File: src/rtl/timer_mc_pkg.sv
// Shared register map, CTRL bit layout and channel types for the multi-channel timer.
package timer_mc_pkg;

    localparam logic [3:0] OFF_CTRL    = 4'h0;
    localparam logic [3:0] OFF_COUNT   = 4'h4;
    localparam logic [3:0] OFF_CMP     = 4'h8;
    localparam logic [7:0] ADDR_STATUS = 8'hF0;
    localparam logic [7:0] ADDR_PRESC  = 8'hF4;

    localparam int CTRL_EN   = 0;
    localparam int CTRL_IE   = 1;
    localparam int CTRL_PEND = 2;
    localparam int CTRL_MODE = 3;

    typedef enum logic {
        MODE_ONESHOT  = 1'b0,
        MODE_PERIODIC = 1'b1
    } mode_e;

    // Field order mirrors the CTRL register so the struct reads back directly.
    typedef struct packed {
        mode_e mode;
        logic  pend;
        logic  ie;
        logic  en;
    } ctrl_t;

endpackage

File: src/rtl/timer_mc_chan.sv
// One timer channel: CTRL/COUNT/CMP state, compare hit, and set-beats-clear pending logic.
module timer_mc_chan
    import timer_mc_pkg::*;
#(
    parameter int CW = 32
) (
    input  logic          clk,
    input  logic          rst,
    input  logic          tick,
    input  logic          ctrl_we,
    input  logic          cmp_we,
    input  logic          clr,
    input  logic [31:0]   wdata,
    output ctrl_t         ctrl,
    output logic [CW-1:0] count,
    output logic [CW-1:0] cmp,
    output logic          irq
);

    logic hit;
    logic unused;

    // >= rather than == so lowering CMP below COUNT fires on the next tick instead of wrapping.
    assign hit    = ctrl.en & tick & (count >= cmp);
    assign irq    = ctrl.ie & ctrl.pend;
    assign unused = ^wdata;

    always_ff @(posedge clk) begin
        if (rst) begin
            ctrl  <= '0;
            count <= '0;
            cmp   <= '0;
        end else begin
            if (hit)
                count <= '0;
            else if (ctrl.en & tick)
                count <= count + CW'(1);
            else if (!ctrl.en)
                count <= '0;

            if (ctrl_we) begin
                ctrl.en   <= wdata[CTRL_EN];
                ctrl.ie   <= wdata[CTRL_IE];
                ctrl.mode <= mode_e'(wdata[CTRL_MODE]);
            end else if (hit && ctrl.mode == MODE_ONESHOT) begin
                ctrl.en <= 1'b0;
            end

            // A hit on the same edge as a software clear must not be lost.
            ctrl.pend <= (ctrl.pend & ~clr) | hit;

            if (cmp_we)
                cmp <= wdata[CW-1:0];
        end
    end

endmodule

File: src/rtl/timer_mc.sv
// Multi-channel count-up timer on the simple periph bus: decode, read mux, prescaler, IRQ reduction.
// Optional shared prescaler at 0xF4 is built only when TIMER_MC_PRESCALER_EN is defined.
module timer_mc
    import timer_mc_pkg::*;
#(
    parameter int NCH = 4,
    parameter int CW  = 32,
    parameter int PSW = 16
) (
    input  logic           clk,
    input  logic           rst,
    input  logic [31:0]    data_i,
    input  logic [31:0]    addr_i,
    input  logic           we_i,
    output logic [31:0]    data_o,
    output logic [NCH-1:0] int_ch_o,
    output logic           int_sig_o
);

    ctrl_t [NCH-1:0]          ctrls;
    logic  [NCH-1:0][CW-1:0]  counts;
    logic  [NCH-1:0][CW-1:0]  cmps;
    logic  [NCH-1:0]          ctrl_we, cmp_we, clr, pends, ens, irqs;
    logic                     sts_we, tick, unused;

    assign sts_we = we_i && (addr_i[7:0] == ADDR_STATUS);

    always_comb begin
        ctrl_we = '0;
        cmp_we  = '0;
        clr     = '0;
        for (int i = 0; i < NCH; i++) begin
            ctrl_we[i] = we_i && (addr_i[7:4] == 4'(i)) && (addr_i[3:0] == OFF_CTRL);
            cmp_we[i]  = we_i && (addr_i[7:4] == 4'(i)) && (addr_i[3:0] == OFF_CMP);
            clr[i]     = (ctrl_we[i] & data_i[CTRL_PEND]) | (sts_we & data_i[i]);
            pends[i]   = ctrls[i].pend;
            ens[i]     = ctrls[i].en;
        end
    end

    for (genvar g = 0; g < NCH; g++) begin : g_ch
        timer_mc_chan #(.CW(CW)) u_chan (
            .clk     (clk),
            .rst     (rst),
            .tick    (tick),
            .ctrl_we (ctrl_we[g]),
            .cmp_we  (cmp_we[g]),
            .clr     (clr[g]),
            .wdata   (data_i),
            .ctrl    (ctrls[g]),
            .count   (counts[g]),
            .cmp     (cmps[g]),
            .irq     (irqs[g])
        );
    end

`ifdef TIMER_MC_PRESCALER_EN
    logic [PSW-1:0] presc, psc_cnt;
    logic           presc_we;

    assign presc_we = we_i && (addr_i[7:0] == ADDR_PRESC);
    assign tick     = (|ens) && (psc_cnt == presc);
    assign unused   = ^addr_i[31:8];

    // Held at zero while idle so the first tick after enable is a full PRESC+1 clks away.
    always_ff @(posedge clk) begin
        if (rst) begin
            presc   <= '0;
            psc_cnt <= '0;
        end else begin
            if (presc_we)
                presc <= data_i[PSW-1:0];
            if (presc_we || !(|ens) || tick)
                psc_cnt <= '0;
            else
                psc_cnt <= psc_cnt + PSW'(1);
        end
    end
`else
    assign tick   = 1'b1;
    assign unused = ^{addr_i[31:8], ens, PSW[0]};
`endif

    always_comb begin
        data_o = '0;
        if (!rst) begin
            if (addr_i[7:0] == ADDR_STATUS)
                data_o = 32'(pends);
`ifdef TIMER_MC_PRESCALER_EN
            else if (addr_i[7:0] == ADDR_PRESC)
                data_o = 32'(presc);
`endif
            else
                for (int i = 0; i < NCH; i++)
                    if (addr_i[7:4] == 4'(i))
                        case (addr_i[3:0])
                            OFF_CTRL:  data_o = 32'(ctrls[i]);
                            OFF_COUNT: data_o = 32'(counts[i]);
                            OFF_CMP:   data_o = 32'(cmps[i]);
                            default:   data_o = '0;
                        endcase
        end
    end

    assign int_ch_o  = irqs;
    assign int_sig_o = |irqs;

endmodule

File: config.mk
export PLATFORM = sky130hd
export DESIGN_NAME = timer_mc
export DESIGN_NICKNAME = d
export VERILOG_FILES = /design/src/rtl/timer_mc_pkg.sv /design/src/rtl/timer_mc_chan.sv /design/src/rtl/timer_mc.sv
export SDC_FILE = /design/constraint.sdc
export NUM_CORES = 1
export LEC_CHECK = 0
export CELL_PAD_IN_SITES_DETAIL_PLACEMENT = 2
export CELL_PAD_IN_SITES_GLOBAL_PLACEMENT = 2
export CORE_ASPECT_RATIO = 1.25
export CORE_MARGIN = 3
export CORE_UTILIZATION = 34
export DETAILED_ROUTE_END_ITERATION = 10
export PLACE_DENSITY = 0.81
export SYNTH_ARGS = -nofsm -noshare
export SYNTH_HDL_FRONTEND = slang
export SYNTH_HIERARCHICAL = 1
export SYNTH_SLANG_ARGS = --single-unit
File: constraint.sdc
create_clock -name clk -period 3.3 [get_ports clk]
set_clock_uncertainty 0.15 [all_clocks]
set_input_delay 0.99 -clock clk [delete_from_list [all_inputs] [get_ports clk]]
set_output_delay 0.99 -clock clk [all_outputs]
set_load 0.005 [all_outputs]
==> flow_metrics.env, run 1 <==
export IMPL_outcome="finished with violations"
export IMPL_violations="setup timing"
export IMPL_part_of_the_total_power_dissipated_in_sequential_elements=0.406
export IMPL_track_usage=0.406
export IMPL_ys_async_sr_fraction=0
export IMPL_dr_pass1_iters=6
export IMPL_crit_share_post_route=1.30
export IMPL_holdCritStartpoint="g_ch[0].u_chan/ctrl[1]$_SDFFE_PP0P_"
export IMPL_initial_utilization=0.348
export IMPL_maxCapViolations=0
export IMPL_cp_arrival_ns=3.16
export IMPL_postSynthRegisterBits=272
export IMPL_setup_violations=119
export IMPL_yosys_warn_count=6
export IMPL_synth_cell_types=58
export IMPL_via_count_of_the_first_global_routing_pass=21484
export IMPL_most_frequently_used_flop_master_after_synthesis="sky130_fd_sc_hd__dfxtp_1"
export IMPL_dieHeight_um=256
export IMPL_max_stage_delay_ns=0.54
export IMPL_port_buffer_count=79
export IMPL_regToRegSetupSlack_ns=-0.54
export IMPL_leakage_uw=0.00801
export IMPL_detail_route_vias_per_cell=7.16
export IMPL_htreeDepth=2
export IMPL_crit_cells=12
export IMPL_placed_cells_incl_taps=2735
export IMPL_max_vdd_ir_drop_mv=0.305
export IMPL_synth_edff_count=0
export IMPL_timing_worst_setup_path_type="input pin to output port"
export IMPL_min_path_cells=2
export IMPL_drt_iter0_markers=2930
export IMPL_netSwitchingFraction=0.284
export IMPL_startpoint_type="input pin"
export IMPL_period_minus_slack_ns=4.30
export IMPL_fin_nets=2424
export IMPL_worstRegToRegCells=9
export IMPL_number_of_sinks_handled_by_clock_tree_synthesis=272
export IMPL_timing_setup_tns_ns=-35.45
export IMPL_crit_required_ns=2.16
export IMPL_cells_after_synth=1957
export IMPL_cts_max_path_buffers=3
export IMPL_p_per_area_nw_per_um2=349
export IMPL_drc=0
export IMPL_finalWorstSetupSlack_ns=-1.00
export IMPL_syn2layout_area_growth_pct=36.6
export IMPL_wire_length_after_detailed_routing_um=125000
export IMPL_critical_path_endpoint_type="output port"
export IMPL_tightest_slew_ns=0.955
export IMPL_number_of_buffers_inserted_by_hold_repair_at_cts=0
export IMPL_netlist_area_leader_share=0.321
export IMPL_number_of_antenna_violations_at_the_first_check_in_global_routing=12
export IMPL_number_of_placed_i_o_pins=104
export IMPL_cts_tree="yes"
export IMPL_gp_congestion=0.942
export IMPL_cp_cell_sequence="buf_6 -> buf_6 -> nor4b_4 -> buf_4 -> buf_12 -> buf_16 -> buf_8 -> buf_6 -> a22oi_2 -> a211oi_2 -> o21a_1 -> buf_2"
export IMPL_netlist_top_cell_by_area="sky130_fd_sc_hd__dfxtp_1"
export IMPL_r2r_start="g_ch[2].u_chan/count[0]$_SDFFE_PP0P_"
export IMPL_comb_power_share=0.094
export IMPL_clockPowerShare=0.500
export IMPL_maxSlewViolCount=0
export IMPL_globalRouteOverflowTotal=0
export IMPL_timing_final_hold_violations=0
export IMPL_hold_class="register to register"
export IMPL_synth_avg_cell_area_um2=8.67
export IMPL_critical_path_top_delay_family="buffers and inverters"
export IMPL_rsz0062_at_grt="yes"
export IMPL_max_slew_margin=0.362
export IMPL_power_internal_uw=5800
export IMPL_clkSlewWorstSetupHoldPaths_ns=0.05
export IMPL_cts_buffers=35
export IMPL_worst_hold_slack_ns=0.399
export IMPL_worstPathBufferInverterCount=8
export IMPL_clk_latency_ns=0.57
export IMPL_layout_filler_cells=5002
export IMPL_share_of_layout_cells_above_drive_strength_1=0.251
export IMPL_cell_with_the_biggest_individual_delay_on_the_critical_path="sky130_fd_sc_hd__a211oi_2"
export IMPL_critical_path_s_most_frequent_cell="sky130_fd_sc_hd__buf_6"
export IMPL_hold_end="g_ch[0].u_chan/ctrl[1]$_SDFFE_PP0P_"
export IMPL_fp_row_count=90
export IMPL_fp_dieW_um=206
export IMPL_finalPower_uw=8100
export IMPL_post_synth_instance_area_um2=17000
export IMPL_leading_post_synthesis_cells_by_cell_area="sky130_fd_sc_hd__dfxtp_1 (32%), sky130_fd_sc_hd__ha_1 (9.7%), sky130_fd_sc_hd__mux2i_1 (8.4%)"
export IMPL_core_region_um2=48800
export IMPL_wl_per_cell_um=43.1
export IMPL_finalNonFillerCells=2898
export IMPL_pre_cts_slack_ns=-1.54
export IMPL_grt_start_max_net_pins=153
export IMPL_hpwl_um=59300
export IMPL_crit_path_max_fanout=5
export IMPL_seq_area_frac_synth=0.321
export IMPL_layout_cells_most_common="sky130_fd_sc_hd__dfxtp_1"
export IMPL_dieArea_um2=52700
export IMPL_clockRootBuffer="sky130_fd_sc_hd__clkbuf_16"
export IMPL_grt_pass1_wl_um=157000
export IMPL_worst_r2r_endpoint="g_ch[2].u_chan/count[2]$_SDFFE_PP0P_"
export IMPL_max_freq_ghz=0.232
export IMPL_p_switching_uw=2300
export IMPL_detail_route_antenna_nets=0
export IMPL_final_cell_mix="sky130_fd_sc_hd__dfxtp_1 (272), sky130_fd_sc_hd__buf_4 (170), sky130_fd_sc_hd__nor2_1 (165)"
export IMPL_routed_via_count=20758
flip-flops by register name, summed over array words and instances, names as in the netlist:
register	count
g_ch.u_chan/ctrl	16
g_ch.u_chan/count	128
g_ch.u_chan/cmp	128
logic make-up (layout without fill, tap and decap cells):
family                   after synthesis  after routing  share of synthesized area
multiplexers                         156            156                     0.0930
adder cells (fa/ha/maj)              132            132                     0.0973
AND/OR/NAND/NOR                      670            670                      0.209
flip-flops                           272            272                      0.321
other                                  1              9                   0.000221
buffers and inverters                256            545                     0.0673
XOR/XNOR                             124            124                     0.0640
AO/OA/AOI/OAI                        346            346                      0.148
worst max path at each step:
| stage | start | end | slack [ns] |
|---|---|---|---|
| final | addr_i[0] | data_o[4] | -1.00 |
| after global routing | addr_i[0] | data_o[4] | -0.99 |
| after CTS | addr_i[2] | data_o[6] | -0.77 |
| after detailed placement | addr_i[2] | data_o[10] | -1.54 |
| after global placement | addr_i[2] | data_o[11] | -1.48 |
| after floorplan | addr_i[5] | data_o[22] | 0.006 |
power groups by stage:
| stage | clock network, uW | logic, uW | registers [uW] |
|---|---|---|---|
| 2_1_floorplan | 0 | 175 | 3360 |
| 3_3_place_gp | 0 | 420 | 3360 |
| 3_5_place_dp | 0 | 434 | 3360 |
| 4_1_cts | 3880 | 606 | 3290 |
| 5_1_grt | 4140 | 755 | 3290 |
| 6_report | 4050 | 765 | 3290 |
cell usage after synthesis (16+ instances only):
cell,instances
sky130_fd_sc_hd__a211oi_1,47
sky130_fd_sc_hd__a21oi_1,65
sky130_fd_sc_hd__a221oi_1,59
sky130_fd_sc_hd__a22oi_1,67
sky130_fd_sc_hd__and3_1,24
sky130_fd_sc_hd__and4_1,38
sky130_fd_sc_hd__buf_1,17
sky130_fd_sc_hd__buf_2,19
sky130_fd_sc_hd__buf_4,16
sky130_fd_sc_hd__clkbuf_1,52
sky130_fd_sc_hd__dfxtp_1,272
sky130_fd_sc_hd__ha_1,132
sky130_fd_sc_hd__inv_1,139
sky130_fd_sc_hd__mux2i_1,142
sky130_fd_sc_hd__nand2_1,101
sky130_fd_sc_hd__nand3_1,41
sky130_fd_sc_hd__nand4_1,42
sky130_fd_sc_hd__nor2_1,173
sky130_fd_sc_hd__nor3_1,162
sky130_fd_sc_hd__nor4_1,29
sky130_fd_sc_hd__o21a_1,27
sky130_fd_sc_hd__o21ai_0,39
sky130_fd_sc_hd__xnor2_1,84
sky130_fd_sc_hd__xor2_1,40
metal layers:
metal / up-vias / track usage / share of wire
met5: - / 0 / 0.00094
met1: 10201 / 0.449 / 0.34
met2: 1900 / 0.643 / 0.43
met3: 946 / 0.104 / 0.11
li1: 7703 / - / -
met4: 8 / 0.345 / 0.12
what timing repair did:
action,CTS,global route
setup buffers,64,34
cloned,14,7
gates resized for setup,347,110
setup endpoints to repair,33,65
pin swaps,99,64
tightest hold or removal path: cells and delay by family (launching register included):
kind	cells	cell delay (ns)
flops	1	0.36
simple gates	1	0.07
mux	1	0.08
metrics by stage:
step                      instance area [um2]   util
after floorplan                         17000      -
after global placement                  19600  0.403
after detailed placement                19600  0.403
after CTS                               22500  0.461
after global routing                    23200  0.475
final                                   23200  0.476
layout make-up:
class / instances / area [um2] / area share
inverters: 139 / 522 / 0.0225
flip-flops and latches: 272 / 5450 / 0.235
well taps: 644 / 806 / 0.0347
diodes: 5 / 12.5 / 0.000539
multi-input cells: 1432 / 11600 / 0.502
clock inverters: 10 / 77.6 / 0.00334
clock buffers: 51 / 1020 / 0.0439
repair buffers: 345 / 3670 / 0.158
(Power assumes the default switching activity.)
==> run 2: changes to the inputs <==
--- a/config.mk
+++ b/config.mk
@@ -11,6 +11,7 @@
 export CORE_MARGIN = 3
 export CORE_UTILIZATION = 34
 export DETAILED_ROUTE_END_ITERATION = 10
+export GPL_TIMING_DRIVEN = 0
 export PLACE_DENSITY = 0.81
 export SYNTH_ARGS = -nofsm -noshare
 export SYNTH_HDL_FRONTEND = slang
==> flow_metrics.env, run 2 (same netlist as run 1, synthesis figures left out) <==
export IMPL_finalPower_uw=7940
export IMPL_biggestRegsByFlops="g_ch.u_chan/cmp: 128 flops, g_ch.u_chan/count: 128 flops, g_ch.u_chan/ctrl: 16 flops"
export IMPL_layout_cells_most_common="sky130_fd_sc_hd__dfxtp_1"
export IMPL_cts_tree="yes"
export IMPL_grt_pass1_wl_um=132000
export IMPL_hpwl_um=57600
export IMPL_finalNonFillerCells=2808
export IMPL_drt_iter0_markers=1881
export IMPL_max_freq_ghz=0.242
export IMPL_fp_row_count=90
export IMPL_detail_route_vias_per_cell=6.55
export IMPL_globalRouteOverflowTotal=0
export IMPL_routed_via_count=18391
export IMPL_p_per_area_nw_per_um2=367
export IMPL_violations="setup timing"
export IMPL_period_minus_slack_ns=4.13
export IMPL_dieHeight_um=256
export IMPL_cts_buffers=35
export IMPL_leakage_uw=0.00722
export IMPL_number_of_antenna_violations_at_the_first_check_in_global_routing=5
export IMPL_final_cell_mix="sky130_fd_sc_hd__dfxtp_1 (272), sky130_fd_sc_hd__nor2_1 (170), sky130_fd_sc_hd__nor3_1 (158)"
export IMPL_core_region_um2=48800
export IMPL_crit_path_max_fanout=4
export IMPL_max_vdd_ir_drop_mv=0.352
export IMPL_fin_nets=2335
export IMPL_wire_length_after_detailed_routing_um=97800
export IMPL_clk_latency_ns=0.58
export IMPL_drc=0
export IMPL_share_of_layout_cells_above_drive_strength_1=0.201
export IMPL_maxCapViolations=0
export IMPL_clkSlewWorstSetupHoldPaths_ns=0.06
export IMPL_htreeDepth=2
export IMPL_via_count_of_the_first_global_routing_pass=19381
export IMPL_fp_dieW_um=206
export IMPL_finalWorstSetupSlack_ns=-0.829
export IMPL_timing_worst_setup_path_type="input pin to output port"
export IMPL_hold_class="register to register"
export IMPL_syn2layout_area_growth_pct=27.4
export IMPL_rsz0062_at_grt="yes"
export IMPL_track_usage=0.333
export IMPL_initial_utilization=0.348
export IMPL_outcome="finished with violations"
export IMPL_clockRootBuffer="sky130_fd_sc_hd__clkbuf_16"
export IMPL_dr_pass1_iters=6
export IMPL_crit_share_post_route=1.25
export IMPL_cp_arrival_ns=2.99
export IMPL_cts_max_path_buffers=3
export IMPL_number_of_sinks_handled_by_clock_tree_synthesis=272
export IMPL_critical_path_endpoint_type="output port"
export IMPL_tightest_slew_ns=0.911
export IMPL_placed_cells_incl_taps=2681
export IMPL_max_slew_margin=0.377
export IMPL_timing_final_hold_violations=0
export IMPL_number_of_buffers_inserted_by_hold_repair_at_cts=0
export IMPL_dieArea_um2=52700
export IMPL_startpoint_type="input pin"
export IMPL_gp_congestion=0.936
export IMPL_setup_violations=141
export IMPL_port_buffer_count=77
export IMPL_pre_cts_slack_ns=-2.15
export IMPL_maxSlewViolCount=0
export IMPL_grt_start_max_net_pins=12
export IMPL_worst_hold_slack_ns=0.380
export IMPL_detail_route_antenna_nets=0
export IMPL_number_of_placed_i_o_pins=104
export IMPL_wl_per_cell_um=34.8
export IMPL_crit_required_ns=2.16
[run 2: cell count changes in the layout (fill, tap and decap cells not counted), sizes merged]
cell,change
clkinv,-2
bufbuf,-1
dlygate4sd2,-2
buf,-136
clkbuf,+43
inv,+3
clkdlybuf4s15,+1
clkinvlp,+2
bufinv,+1
dlymetal6s2s,+1
[run 2: worst max-delay path: stages]
cell and delay [ns]:
sky130_fd_sc_hd__buf_8 0.11, sky130_fd_sc_hd__buf_8 0.14, sky130_fd_sc_hd__nor4b_4 0.38, sky130_fd_sc_hd__buf_6 0.17
sky130_fd_sc_hd__buf_6 0.12, sky130_fd_sc_hd__buf_8 0.12, sky130_fd_sc_hd__buf_6 0.12, sky130_fd_sc_hd__a22oi_2 0.11
sky130_fd_sc_hd__a211oi_2 0.36, sky130_fd_sc_hd__o21a_1 0.23, sky130_fd_sc_hd__buf_2 0.15
[run 2: routing by layer]
layer,part of all wire,vias up,global-route usage
met2,0.45,1168,0.537
met4,0.083,0,0.183
li1,-,7523,-
met1,0.37,9224,0.408
met5,0,-,0.00752
met3,0.090,476,0.0745
[run 2: per-stage QoR]
| stage | TNS (ns) | util | instance area [um2] |
|---|---|---|---|
| 4_1_cts | -18.97 | 0.432 | 21000 |
| 5_1_grt | -29.28 | 0.443 | 21600 |
| 3_3_place_gp | -210.05 | 0.381 | 18600 |
| 2_1_floorplan | 0 | - | 17000 |
| 3_5_place_dp | -223.69 | 0.381 | 18600 |
| 6_report | -30.46 | 0.444 | 21600 |
[run 2: path summary, 6_finish.rpt]
path,cells after the start,to,start,slack (ns)
max,11,data_o[6],addr_i[2],-0.83
min,2,g_ch[3].u_chan/ctrl[1]$_SDFFE_PP0P_,g_ch[3].u_chan/ctrl[1]$_SDFFE_PP0P_,0.38
max reg2reg,8,g_ch[0].u_chan/count[30]$_SDFFE_PP0P_,g_ch[0].u_chan/cmp[27]$_SDFFE_PP0P_,-0.23
min reg2reg,2,g_ch[3].u_chan/ctrl[1]$_SDFFE_PP0P_,g_ch[3].u_chan/ctrl[1]$_SDFFE_PP0P_,0.38
[run 2: cell type report]
| cell class | instances | area [um2] |
|---|---|---|
| fill | 5153 | 27100 |
| multi-input combinational | 1432 | 11400 |
| sequential | 272 | 5450 |
| timing repair buffer | 142 | 1320 |
| clock buffer | 46 | 977 |
| buffer | 114 | 973 |
| tap | 644 | 806 |
| inverter | 139 | 522 |
| clock inverter | 14 | 139 |
| antenna | 5 | 12.5 |
[run 2: where the power goes]
group	internal, uW	switching, uW
combinational	209	438
clock	2250	1760
sequential	3280	2.94
[run 2: repair_timing]
action,CTS,global route
pin swaps,99,87
cloned,3,2
endpoints found under the setup margin,161,181
buffers inserted,39,24
resized for setup,425,109
